$ cat src/rtl/burst_access_controller_if.sv
// Bus between the serial front end / register bank and the burst access
// controller. The master side drives request words and bank read data;
// the slave side (the controller) drives bank writes and read returns.
interface burst_access_controller_if #(
    parameter int SIZE_WORD = 8,
    parameter int NREGWR    = 56,
    parameter int NREGR     = 8
);
    localparam int NREG = NREGWR + NREGR;
    localparam int AW   = $clog2(NREG);

    // Front end and bank side inputs to the controller
    logic [SIZE_WORD-1:0] dataw;
    logic                 valid;
    logic [SIZE_WORD-1:0] data_in;
    logic                 err_clr;

    // Controller outputs
    logic                 we;
    logic [SIZE_WORD-1:0] data_out;
    logic [AW-1:0]        addr;
    logic                 ready;
    logic [SIZE_WORD-1:0] datar;
    logic                 busy;
    logic                 err;

    modport master (
        output dataw, valid, data_in, err_clr,
        input  we, data_out, addr, ready, datar, busy, err
    );

    modport slave (
        input  dataw, valid, data_in, err_clr,
        output we, data_out, addr, ready, datar, busy, err
    );
endinterface

$ cat src/rtl/burst_access_controller.sv
// Burst access controller: decodes header / length / data words from a
// serial front end into single or burst accesses on a register bank.
// Writable registers occupy 0..NREGWR-1, read-only ones NREGWR..NREG-1.
// The address pointer wraps at NREG, and protocol or access violations
// raise a sticky error flag that only err_clr removes.
module burst_access_controller #(
    parameter int SIZE_WORD = 8,
    parameter int NREGWR    = 56,
    parameter int NREGR     = 8
) (
    input  logic                     clk,
    input  logic                     rst,
    burst_access_controller_if.slave bus
);
    localparam int NREG = NREGWR + NREGR;
    localparam int AW   = $clog2(NREG);

    // Header needs a write bit and a burst bit above the address field.
    generate
        if (AW > SIZE_WORD - 2) begin : g_bad_cfg
            $error("burst_access_controller: address field does not fit in the header word");
        end
    endgenerate

    // Constants widened by one bit so that NREG and NREGWR themselves fit
    // even when the register count is an exact power of two.
    localparam logic [AW:0]   NREG_X   = (AW+1)'(NREG);
    localparam logic [AW:0]   NREGWR_X = (AW+1)'(NREGWR);
    localparam logic [AW-1:0] LAST_PTR = AW'(NREG - 1);

    typedef enum logic [2:0] {
        S_IDLE,
        S_LEN,
        S_WRITE,
        S_READ,
        S_RDATA
    } state_t;

    state_t               state_q;
    logic                 dir_wr_q;   // direction latched from the header
    logic [AW-1:0]        ptr_q;
    logic [SIZE_WORD-1:0] cnt_q;
    logic                 we_q;
    logic [SIZE_WORD-1:0] data_out_q;
    logic [AW-1:0]        addr_q;
    logic                 ready_q;
    logic [SIZE_WORD-1:0] datar_q;
    logic                 err_q;

    logic [AW-1:0]        ptr_d;
    logic [SIZE_WORD-1:0] cnt_d;
    logic [AW-1:0]        hdr_addr_d;
    logic                 hdr_wr_d;
    logic                 hdr_burst_d;
    logic                 hdr_bad_d;
    logic                 wr_ok_d;

    // Header field extraction, wrapped pointer step and count step.
    always_comb begin
        hdr_addr_d  = bus.dataw[AW-1:0];
        hdr_wr_d    = bus.dataw[SIZE_WORD-1];
        hdr_burst_d = bus.dataw[SIZE_WORD-2];
        hdr_bad_d   = ({1'b0, hdr_addr_d} >= NREG_X);
        wr_ok_d     = ({1'b0, ptr_q} < NREGWR_X);
        ptr_d       = (ptr_q == LAST_PTR) ? '0 : ptr_q + AW'(1);
        cnt_d       = cnt_q - SIZE_WORD'(1);
    end

    // Transaction FSM with registered bank and return outputs. The error
    // clear is applied first so that any error set later in the same
    // cycle overrides it.
    always_ff @(posedge clk or negedge rst) begin
        if (!rst) begin
            state_q    <= S_IDLE;
            dir_wr_q   <= 1'b0;
            ptr_q      <= '0;
            cnt_q      <= '0;
            we_q       <= 1'b0;
            data_out_q <= '0;
            addr_q     <= '0;
            ready_q    <= 1'b0;
            datar_q    <= '0;
            err_q      <= 1'b0;
        end else begin
            we_q    <= 1'b0;
            ready_q <= 1'b0;
            if (bus.err_clr) begin
                err_q <= 1'b0;
            end

            unique case (state_q)
                S_IDLE: begin
                    if (bus.valid) begin
                        if (hdr_bad_d) begin
                            err_q <= 1'b1;
                        end else begin
                            ptr_q    <= hdr_addr_d;
                            dir_wr_q <= hdr_wr_d;
                            if (hdr_burst_d) begin
                                state_q <= S_LEN;
                            end else begin
                                cnt_q   <= SIZE_WORD'(1);
                                state_q <= hdr_wr_d ? S_WRITE : S_READ;
                            end
                        end
                    end
                end

                S_LEN: begin
                    if (bus.valid) begin
                        if (bus.dataw == '0) begin
                            err_q   <= 1'b1;
                            state_q <= S_IDLE;
                        end else begin
                            cnt_q   <= bus.dataw;
                            state_q <= dir_wr_q ? S_WRITE : S_READ;
                        end
                    end
                end

                S_WRITE: begin
                    if (bus.valid) begin
                        addr_q     <= ptr_q;
                        data_out_q <= bus.dataw;
                        // Writes into the read-only region are dropped and flagged.
                        if (wr_ok_d) begin
                            we_q <= 1'b1;
                        end else begin
                            err_q <= 1'b1;
                        end
                        ptr_q <= ptr_d;
                        cnt_q <= cnt_d;
                        if (cnt_q == SIZE_WORD'(1)) begin
                            state_q <= S_IDLE;
                        end
                    end
                end

                S_READ: begin
                    if (bus.valid) begin
                        addr_q  <= ptr_q;
                        ptr_q   <= ptr_d;
                        cnt_q   <= cnt_d;
                        state_q <= S_RDATA;
                    end
                end

                // Bank data for addr_q is valid now; valid is ignored here.
                S_RDATA: begin
                    datar_q <= bus.data_in;
                    ready_q <= 1'b1;
                    state_q <= (cnt_q != '0) ? S_READ : S_IDLE;
                end

                default: begin
                    state_q <= S_IDLE;
                end
            endcase
        end
    end

    assign bus.we       = we_q;
    assign bus.data_out = data_out_q;
    assign bus.addr     = addr_q;
    assign bus.ready    = ready_q;
    assign bus.datar    = datar_q;
    assign bus.err      = err_q;
    assign bus.busy     = (state_q != S_IDLE);

endmodule

$ cat src/flat_wrapper.sv
// flat-port wrapper written by rule: the top's interface ports become plain ports
module burst_access_controller_flat 
#(
    parameter int SIZE_WORD = 8,
    parameter int NREGWR    = 56,
    parameter int NREGR     = 8
)
  (clk, rst, bus_dataw, bus_valid, bus_data_in, bus_err_clr, bus_we, bus_data_out, bus_addr, bus_ready, bus_datar, bus_busy, bus_err);
  burst_access_controller_if #(.SIZE_WORD(SIZE_WORD), .NREGWR(NREGWR), .NREGR(NREGR)) bus_i ();
  input  logic clk;
  input  logic rst;
  input wire logic [$bits(bus_i.dataw)-1:0] bus_dataw;
  input wire logic [$bits(bus_i.valid)-1:0] bus_valid;
  input wire logic [$bits(bus_i.data_in)-1:0] bus_data_in;
  input wire logic [$bits(bus_i.err_clr)-1:0] bus_err_clr;
  output wire logic [$bits(bus_i.we)-1:0] bus_we;
  output wire logic [$bits(bus_i.data_out)-1:0] bus_data_out;
  output wire logic [$bits(bus_i.addr)-1:0] bus_addr;
  output wire logic [$bits(bus_i.ready)-1:0] bus_ready;
  output wire logic [$bits(bus_i.datar)-1:0] bus_datar;
  output wire logic [$bits(bus_i.busy)-1:0] bus_busy;
  output wire logic [$bits(bus_i.err)-1:0] bus_err;
  assign bus_i.dataw = bus_dataw;
  assign bus_i.valid = bus_valid;
  assign bus_i.data_in = bus_data_in;
  assign bus_i.err_clr = bus_err_clr;
  assign bus_we = bus_i.we;
  assign bus_data_out = bus_i.data_out;
  assign bus_addr = bus_i.addr;
  assign bus_ready = bus_i.ready;
  assign bus_datar = bus_i.datar;
  assign bus_busy = bus_i.busy;
  assign bus_err = bus_i.err;
  burst_access_controller #(.SIZE_WORD(SIZE_WORD), .NREGWR(NREGWR), .NREGR(NREGR)) u_core (.clk(clk), .rst(rst), .bus(bus_i));
endmodule
$ cat config.mk
export PLATFORM = sky130hd
export DESIGN_NAME = burst_access_controller_flat
export DESIGN_NICKNAME = d
export VERILOG_FILES = /design/src/rtl/burst_access_controller_if.sv /design/src/rtl/burst_access_controller.sv /design/src/flat_wrapper.sv
export SDC_FILE = /design/constraint.sdc
export NUM_CORES = 1
export LEC_CHECK = 0
export CAP_MARGIN = 20
export CELL_PAD_IN_SITES_DETAIL_PLACEMENT = 1
export CELL_PAD_IN_SITES_GLOBAL_PLACEMENT = 2
export CORE_MARGIN = 8
export CORE_UTILIZATION = 32
export CTS_CLUSTER_SIZE = 28
export DETAILED_ROUTE_END_ITERATION = 10
export GPL_TIMING_DRIVEN = 0
export PLACE_DENSITY_LB_ADDON = 0.1
export SETUP_SLACK_MARGIN = 0.15
export SYNTH_ARGS = -nofsm -noshare
export SYNTH_HDL_FRONTEND = slang
export SYNTH_SLANG_ARGS = --single-unit
$ cat constraint.sdc
create_clock -name clk -period 2.2 [get_ports clk]
set_clock_uncertainty 0.15 [all_clocks]
set_input_delay 0.44 -clock clk [delete_from_list [all_inputs] [get_ports clk]]
set_output_delay 0.44 -clock clk [all_outputs]
set_load 0.02 [all_outputs]
# Word level (Yosys, flattened, before mapping)
# Index checks and enable logic that the tools add are counted.
[op_classes]
add_sub_neg = 2
n_mul = 0
div_mod_pow = 0
magnitude_cmp = 1
eq_ne = 14
shift = 0
n_mux = 31
bitwise_logic = 0
n_reduce_logical = 13
[ops]
columns = ["operator", "n"]
rows = [
  ["$mux W8", 5],
  ["$pmux W8 S3", 1],
  ["$mux W3", 7],
  ["$mux W6", 3],
  ["$pmux W3 S5", 1],
  ["$ne A2 B2 Y1 const B", 6],
  ["$pmux W6 S2", 1],
  ["$mux W1", 11],
  ["$eq A8 B1 Y1 const B", 1],
  ["$logic_not A8 Y1", 1],
  ["$reduce_bool A8 Y1", 1],
  ["$sub A8 B1 Y8 const B", 1],
  ["$add A6 B1 Y6 const B", 1],
  ["$eq A3 B2 Y1 const B", 2],
  ["$eq A6 B6 Y1 const B", 1],
  ["$lt A6 B6 Y1 const B", 1],
  ["$reduce_and A2 Y1", 3],
  ["$reduce_and A6 Y1", 1],
  ["$reduce_bool A3 Y1", 2],
  ["$reduce_and A5 Y1", 1],
  ["$ne A2 B1 Y1 const B", 2],
  ["$eq A3 B1 Y1 const B", 1],
  ["$eq A3 B3 Y1 const B", 1],
  ["$logic_not A3 Y1", 1],
  ["other kinds (5)", 5],
]
[word_totals]
ff_bits = 43
latchBits = 0
ramBits = 0
romBits = 0
in_bits = 20
output_inout_bits = 26
word_cells = 71
memories = 0

# Depth between registers and ports, before layout
[depth]
word_depth = 4
mapped_depth = 7
mapped_depth_nobuf = 5

# Worst setup path after synthesis
# Ideal clock, no wire load.
[synth_timing]
path_kind = "reg2reg"
startpoint = "register u_core.state_q[2]"
endpoint = "register u_core.data_out_q[0], in the netlist u_core.bus.data_out[0]"
setup_time_ns = 0.125
arrival_time_ns = 1.386
required_ns = 1.925
slack_ns = 0.539
path_stages_with_launch = 6
n_path_buf = 1
period_less_slack_ns = 1.661
cell_sequence = "dfrtp_1 buf_2 nor2b_1 nand2_2 nor2_4 mux2_2"
[synth_via]
elab_chain_len = 2
[synth_rtl]
columns = ["element", "line", "text"]
rows = [
  ["from (decl)", "burst_access_controller.sv:39", "state_t state_q;"],
  ["from (signal assigned)", "burst_access_controller.sv:103", "state_q <= hdr_wr_d ? S_WRITE : S_READ;"],
  ["from (signal assigned)", "burst_access_controller.sv:116", "state_q <= dir_wr_q ? S_WRITE : S_READ;"],
  ["from (signal assigned)", "burst_access_controller.sv:152", "state_q <= (cnt_q != '0) ? S_READ : S_IDLE;"],
  ["$eq A3 B2 Y1", "burst_access_controller.sv:91", "unique case (state_q)"],
  ["$reduce_and A2 Y1 (no source line)", "--", ""],
  ["to (signal assigned)", "burst_access_controller.sv:124", "data_out_q <= bus.dataw;"],
  ["to (decl)", "burst_access_controller.sv:44", "logic [SIZE_WORD-1:0] data_out_q;"],
]
# No other way between the ends.
# A chain may end at the register's enable or synchronous reset.

# Worst setup path in the final report
[layout_timing]
startpoint = "register u_core.state_q[0]"
endpoint = "output bus_busy"
[layout_via]
elab_chain_len = 1
[layout_rtl]
columns = ["element", "line", "text"]
rows = [
  ["$reduce_bool A3 Y1", "burst_access_controller.sv:168", "assign bus.busy = (state_q != S_IDLE);"],
  ["to (decl)", "flat_wrapper.sv:21", "output wire logic [$bits(bus_i.busy)-1:0] bus_busy;"],
]
# No other way between the ends.

==> key figures <==
Timing
  • Final Hold Fails: 0
  • Tcrit/Tclk final: 91.4%
  • Slew of the pin with the lowest slew margin: 0.522 ns
  • Final Max Slew Viols: 0
  • Relative slew slack: 65.2%
  • Fin worst setup slack: 0.190 ns
  • Final Setup Violations: 0
  • Min cycle time layout: 2.01 ns
  • RSZ-0062 raised after global routing: yes
  • FMAX: 497 MHz

Die
  • Die area: 9480 um^2
  • IO Pins: 46
  • Die Width: 97.4 um
  • Starting Density: 33.2%
  • FP Rows: 29
  • DIE HEIGHT: 97.4 um
  • Core area: 6390 um^2

Power and ir drop
  • Switch Pwr: 1.67 mW
  • Part of the power in the clock network: 13.7%
  • Seq pwr share: 34.1%
  • Int Pwr: 2.46 mW
  • Lkg Pwr: 1.21 nW
  • Net Sw Frac: 40.4%
  • Cell Pwr Density: 1460 nW/um^2
  • Power Total: 4.13 mW
  • Combinational power share: 52.2%
  • Peak VDD IR: 0.589 mV

Worst setup path
  • Buf/Inv on CP: 2
  • Worst setup EP type: primary output
  • CP startpoint kind: flop
  • Critical Path AT: 1.42 ns
  • Worst Setup Path Type: flop to primary output
  • R2r startpoint: u_core.state_q[1]
  • RR Endpoint: u_core.bus.data_out[7]
  • Critical-path maximum fanout: 10
  • WP data required: 1.61 ns
  • CP peak stage delay: 0.42 ns
  • Reg2Reg Setup Slack: 0.31 ns
  • CP delay by family, top: flip-flops
  • Cell Chain, Critical Path: buf_4 -> or3_4 -> buf_2
  • Slowest CP cell: dfrtp_1
  • R2R cell count: 4

Logic synthesis
  • Combinational family with the most area after synthesis: compound AO/OA/AOI/OAI gates
  • Cells after Synth: 192
  • #FFs+latches synth: 43
  • EDFF count, synth: 0
  • Yosys warns: 0
  • Synth area leaders: dfrtp_1 51%, mux2_2 12%, ha_1 2.4%, o21ai_0 2.4%, a21oi_1 2.1%
  • Post-synth top area cell: dfrtp_1
  • Post-synthesis simple-gate area fraction: 13.6%
  • Area fraction of the dominant cell type after synthesis: 50.8%
  • Syn_nets: 216
  • Mux share of post-synthesis cell area: 13.6%
  • Mapped Area: 2120 um^2
  • Synth Area in Compound Gates: 15.5%
  • Post-Synth Adder-Cell Area: 2.36%
  • Sequential-to-total area share from yosys stat: 50.8%
  • Fraction of registers with async set/reset: 100%
  • Post-synthesis cell type count: 41
  • Average size of a mapped cell: 11.0 um^2
  • Synth Area in XOR/XNOR: 0%
  • Top_reg_cell synth: dfrtp_1

Flow run
  • Maximum Capacitance Violations: 0

Placed design
  • DP HPWL: 4500 um
  • Gpl congestion: 0.796
  • Cells after DPL: 314
  • Port Buffer Count: 44
  • Setup WS pre-CTS: -0.233 ns

Drt
  • DR vias: 1,771
  • DRT iter0 DRCs: 59
  • First-pass iteration count of the detailed router: 4
  • Final WL: 6250 um
  • Post-route ant nets: 0
  • Vias per cell: 5.43
  • Avg WL per Cell: 19.2 um
  • DRC viols: 0

CTS
  • H-tree Lvls: 2
  • Bufs on Longest Clock Path: 2
  • Worst skew pair latency: 0.30 ns
  • CTS tree: built
  • Clock sink count: 43
  • Root Driver: clkbuf_8
  • Reg clk slew, reported paths: 0.08 ns
  • CTS buffer count: 5

Worst hold path
  • Hold path depth: 3
  • Hold path endpoint: u_core.bus.err
  • Worst hold start: bus_valid
  • Hold crit path type: input port to flop

Layout
  • Nets@finish: 272
  • Non-filler instance count after layout: 326
  • # fillers: 703
  • Register area: 1080 um^2
  • Share of layout cells above drive strength 1: 21.3%
  • Syn-to-layout area delta: 34.0%
  • # diodes: 0
  • Multi-input logic area: 987 um^2

Run status
  • Status: finished, final reports clean

Global route
  • Largest net degree at the start of global routing: 26
  • Initial antenna violation count: 0
  • Via count of the first global-routing pass: 1,879
  • Gr ovfl total: 0
  • First-pass GRT wire length: 10,200 um
  • Total GRT Usage: 13.3%
==> kinds of logic after synthesis <==
family          Yosys count
buf+inv                  17
mux                      26
fa+ha+maj                 4
compound gates           51
simple gates             51
flops                    43
==> cells in the final DEF, fill, tap and decap left out, drive strengths merged, types with 5 or more instances in the layout <==
cell and n:
buf 15, clkbuf 8, inv 8, nor2 13, mux2 23, a21oi 9, o21ai 15, dfrtp 43
clkdlybuf4s50 38, nand2 10, o31ai 5
==> power by group through the flow <==
| stage | logic, mW | clock network [mW] | registers (mW) |
|---|---|---|---|
| finish | 2.15 | 0.567 | 1.41 |
| global route | 2.37 | 0.607 | 1.47 |
| CTS | 2.13 | 0.592 | 1.41 |
| detailed placement | 2.13 | 0 | 1.42 |
| global placement | 2.11 | 0 | 1.41 |
| floorplan | 1.03 | 0 | 1.64 |
==> metal layers <==
layer  up-vias  global-route usage (%)  share of wire [%]
met5         -                       0                  0
met4         0                    3.15               0.64
met3         5                    5.55                8.1
met2        50                    19.7                 44
met1       901                    17.4                 47
li1        815                       -                  -
==> state kept, by name, indices dropped and copies added, names as in the netlist <==
register / flops
u_core.bus.we: 1
u_core.ptr_q: 6
u_core.bus.datar: 8
u_core.bus.data_out: 8
u_core.bus.addr: 6
u_core.cnt_q: 8
u_core.state_q: 3
u_core.bus.ready: 1
u_core.dir_wr_q: 1
u_core.bus.err: 1
==> Yosys cell counts, drive strengths merged, types with 3 or more instances <==
| library cell | n |
|---|---|
| o21ai | 15 |
| buf | 9 |
| ha | 4 |
| a21oi | 9 |
| nor3 | 3 |
| a22oi | 4 |
| nand2b | 4 |
| nor2 | 13 |
| and3 | 4 |
| mux2i | 3 |
| nor4 | 4 |
| nand2 | 10 |
| mux2 | 23 |
| o22ai | 3 |
| inv | 8 |
| o31ai | 5 |
| nand3 | 3 |
| dfrtp | 43 |
| a31oi | 4 |
==> worst max path at each step <==
stage,start,end,slack (ns),cells after the start
floorplan,u_core.state_q[2],u_core.bus.data_out[0],0.54,5
global placement,rst,u_core.bus.addr[2],-0.79,1
detailed placement,bus_dataw[2],u_core.cnt_q[1],-0.23,7
CTS,u_core.state_q[0],bus_busy,0.14,3
global route,bus_dataw[0],u_core.cnt_q[1],0.14,7
finish,u_core.state_q[0],bus_busy,0.19,3
==> worst reg2reg max path, stage by stage, from the launching register on <==
cell,delay (ns)
dfrtp_1,0.50
nor2b_1,0.24
nand2_2,0.18
nor2_4,0.31
mux2_2,0.38
==> metrics by stage <==
stage	cell area, um^2	utilization [%]	setup TNS, ns	hold WS [ns]
after floorplan	2120	-	0	-0.00559
final	2840	44.4	0	0.357
after CTS	2800	43.8	0	0.361
after detailed placement	2670	41.8	-1.76	0.283
after global routing	2840	44.4	0	0.370
after global placement	2660	41.6	-35.67	0.337
==> area by class of cell <==
cell class              instances  share of cell area (%)
plain buffers                   9                    2.20
clock buffers                   8                    3.53
inverters                       8                    1.06
multi-input cells             132                    34.8
flip-flops and latches         43                    37.9
well taps                      77                    3.40
repair buffers                 49                    17.1
==> timing repair <==
item,CTS,global route
gates cloned,0,0
endpoints found under the hold margin,18,0
setup endpoints to repair,9,5
pin swaps,1,1
buffers inserted,1,2
hold buffers,1,0
resized for setup,9,7
(Power assumes the default switching activity.)
==> variant, RTL diff (config.mk and constraints unchanged) <==
Encoding of `state_t`: now one-hot (5 bits for 5 states).
--- a/src/rtl/burst_access_controller.sv
+++ b/src/rtl/burst_access_controller.sv
@@ -29,10 +29,10 @@
     localparam logic [AW-1:0] LAST_PTR = AW'(NREG - 1);
 
-    typedef enum logic [2:0] {
-        S_IDLE,
-        S_LEN,
-        S_WRITE,
-        S_READ,
-        S_RDATA
+    typedef enum logic [4:0] {
+        S_IDLE  = 5'b00001,
+        S_LEN   = 5'b00010,
+        S_WRITE = 5'b00100,
+        S_READ  = 5'b01000,
+        S_RDATA = 5'b10000
     } state_t;
 
Check against the original RTL: no difference found for any inputs over 10 cycles, from zero or initial values and one cycle with rst low; not proved beyond that.
==> variant against the unedited design <==
- combinational power rose by 14%
- count of clock-buffer cells in the layout fell by 3
- die area rose by 9.6%
- worst setup slack got worse by 0.13 ns
- sequential cell count rose by 2
- cell area rose by 16%
- global-route usage rose by 1.3 points
- wire length rose by 15%
- sequential power rose by 4%
- total power rose by 14%
- core utilization rose by 1.3 points
- sequential share of layout area fell by 3.7 points
- area after synthesis rose by 12%
- critical path type is now flip-flop to flip-flop
- largest power group unchanged
==> variant: results (changes against the unedited design) <==
[pwr]
power_density_nw_per_um2=1420  ; -2.3%
switching_share=0.393  ; -0.0105
leakage_nw=1.40  ; +15%
seq_power_share=0.313  ; -0.028

[setup_path]
crit_type=flip-flop to flip-flop
crit_arrival_ns=2.18  ; +0.76 ns
cp_top_family=simple AND/OR/NAND/NOR gates
r2r_setup_slack_ns=0.06  ; -0.25 ns

[synthesis]
synth_fa_ha_area_frac=0.0212  ; -0.00244
synth_compound_area_frac=0.157  ; +0.00202
synth_common_cells=44 x dfrtp_1, 25 x mux2_2, 19 x nor2_1
yosys.area_share.xor_xnor=0.0143  ; +0.0143
synthTopCellsByArea=dfrtp_1 47%, mux2_2 12%, o21ai_0 3.2%, nor2_1 3.0%, nand2_1 2.4%
synth_area_per_cell_um2=10.7  ; -3.1%

[min_path]
hold_path.class=flip-flop to flip-flop

[placed_design]
dp_cells=366  ; +17%
dp.final_hpwl_mm=5.11  ; +13%
gp_congestion=0.749  ; -6.0%
post-place-ws_ns=-0.470  ; -0.237 ns

[finish]
drive_above_1_share=0.285  ; +0.0724

[status]
status=complete, no violations

[global_route]
grtUsageMet1=0.181  ; +0.00647
track_usage=0.146  ; +0.0131
gr-usage-met2=0.243  ; +0.0459
grt_max_degree=24  ; -7.7%
grt_first_pass_wirelength_mm=11.8  ; +15%
grt_pass1_vias=2222  ; +18%

[route]
wl_per_cell_um=18.4  ; -4.1%
viasPerCell=5.26  ; -3.2%

[sta]
maxSlewHeadroom=0.502  ; -0.150
fin_crit_sh=0.972  ; +0.0583

variant: cell count changes after synthesis, moves of 4 or more:
cell / delta
nand3_1: +5
nand2_1: +6
o31ai_1: -5
nor2_1: +7
buf_2: -4
o21ai_0: +5
variant: cells by family after synthesis:
family          after synthesis
flops                        45
fa+ha+maj                     4
simple gates                 73
mux                          25
buf+inv                      15
compound gates               56
xor+xnor                      3
variant: layout make-up:
type,count,share of cell area
buffer,9,0.0235
clock buffer,5,0.0209
clock inverter,3,0.0209
sequential,45,0.342
tap,99,0.0376
inverter,6,0.00683
timing repair buffer,62,0.178
multi-input combinational,161,0.371
variant: worst register-to-register path: cells and delay by family (launching register included):
family | cells | cell delay [ns]
flip-flops | 1 | 0.58
buffers and inverters | 2 | 0.29
AO/OA/AOI/OAI | 2 | 0.16
AND/OR/NAND/NOR | 3 | 0.84
variant: metal layers:
layer,share of wire,vias to the layer above
li1,-,956
met5,0,-
met1,0.44,1051
met4,0.011,0
met2,0.49,40
met3,0.056,4
variant: timing repair:
action,CTS,global route
endpoints found under the hold margin,22,0
gates cloned,1,0
pin swaps,8,2
resized for setup,32,11
buffers inserted,6,8
endpoints found under the setup margin,31,24
hold buffers,1,0
variant: how the worst min path moves through the flow:
stage | startpoint | to | slack (ns) | cells past startpoint
2_1_floorplan | rst | u_core.bus.addr[0] | -0.006 | 0
3_3_place_gp | u_core.bus.addr[3] | u_core.bus.addr[3] | 0.32 | 2
6_report | u_core.bus.addr[3] | u_core.bus.addr[3] | 0.36 | 2
5_1_grt | u_core.bus.datar[6] | u_core.bus.datar[6] | 0.39 | 1
3_5_place_dp | rst | u_core.bus.addr[3] | 0.32 | 1
4_1_cts | u_core.bus.addr[0] | u_core.bus.addr[0] | 0.36 | 1
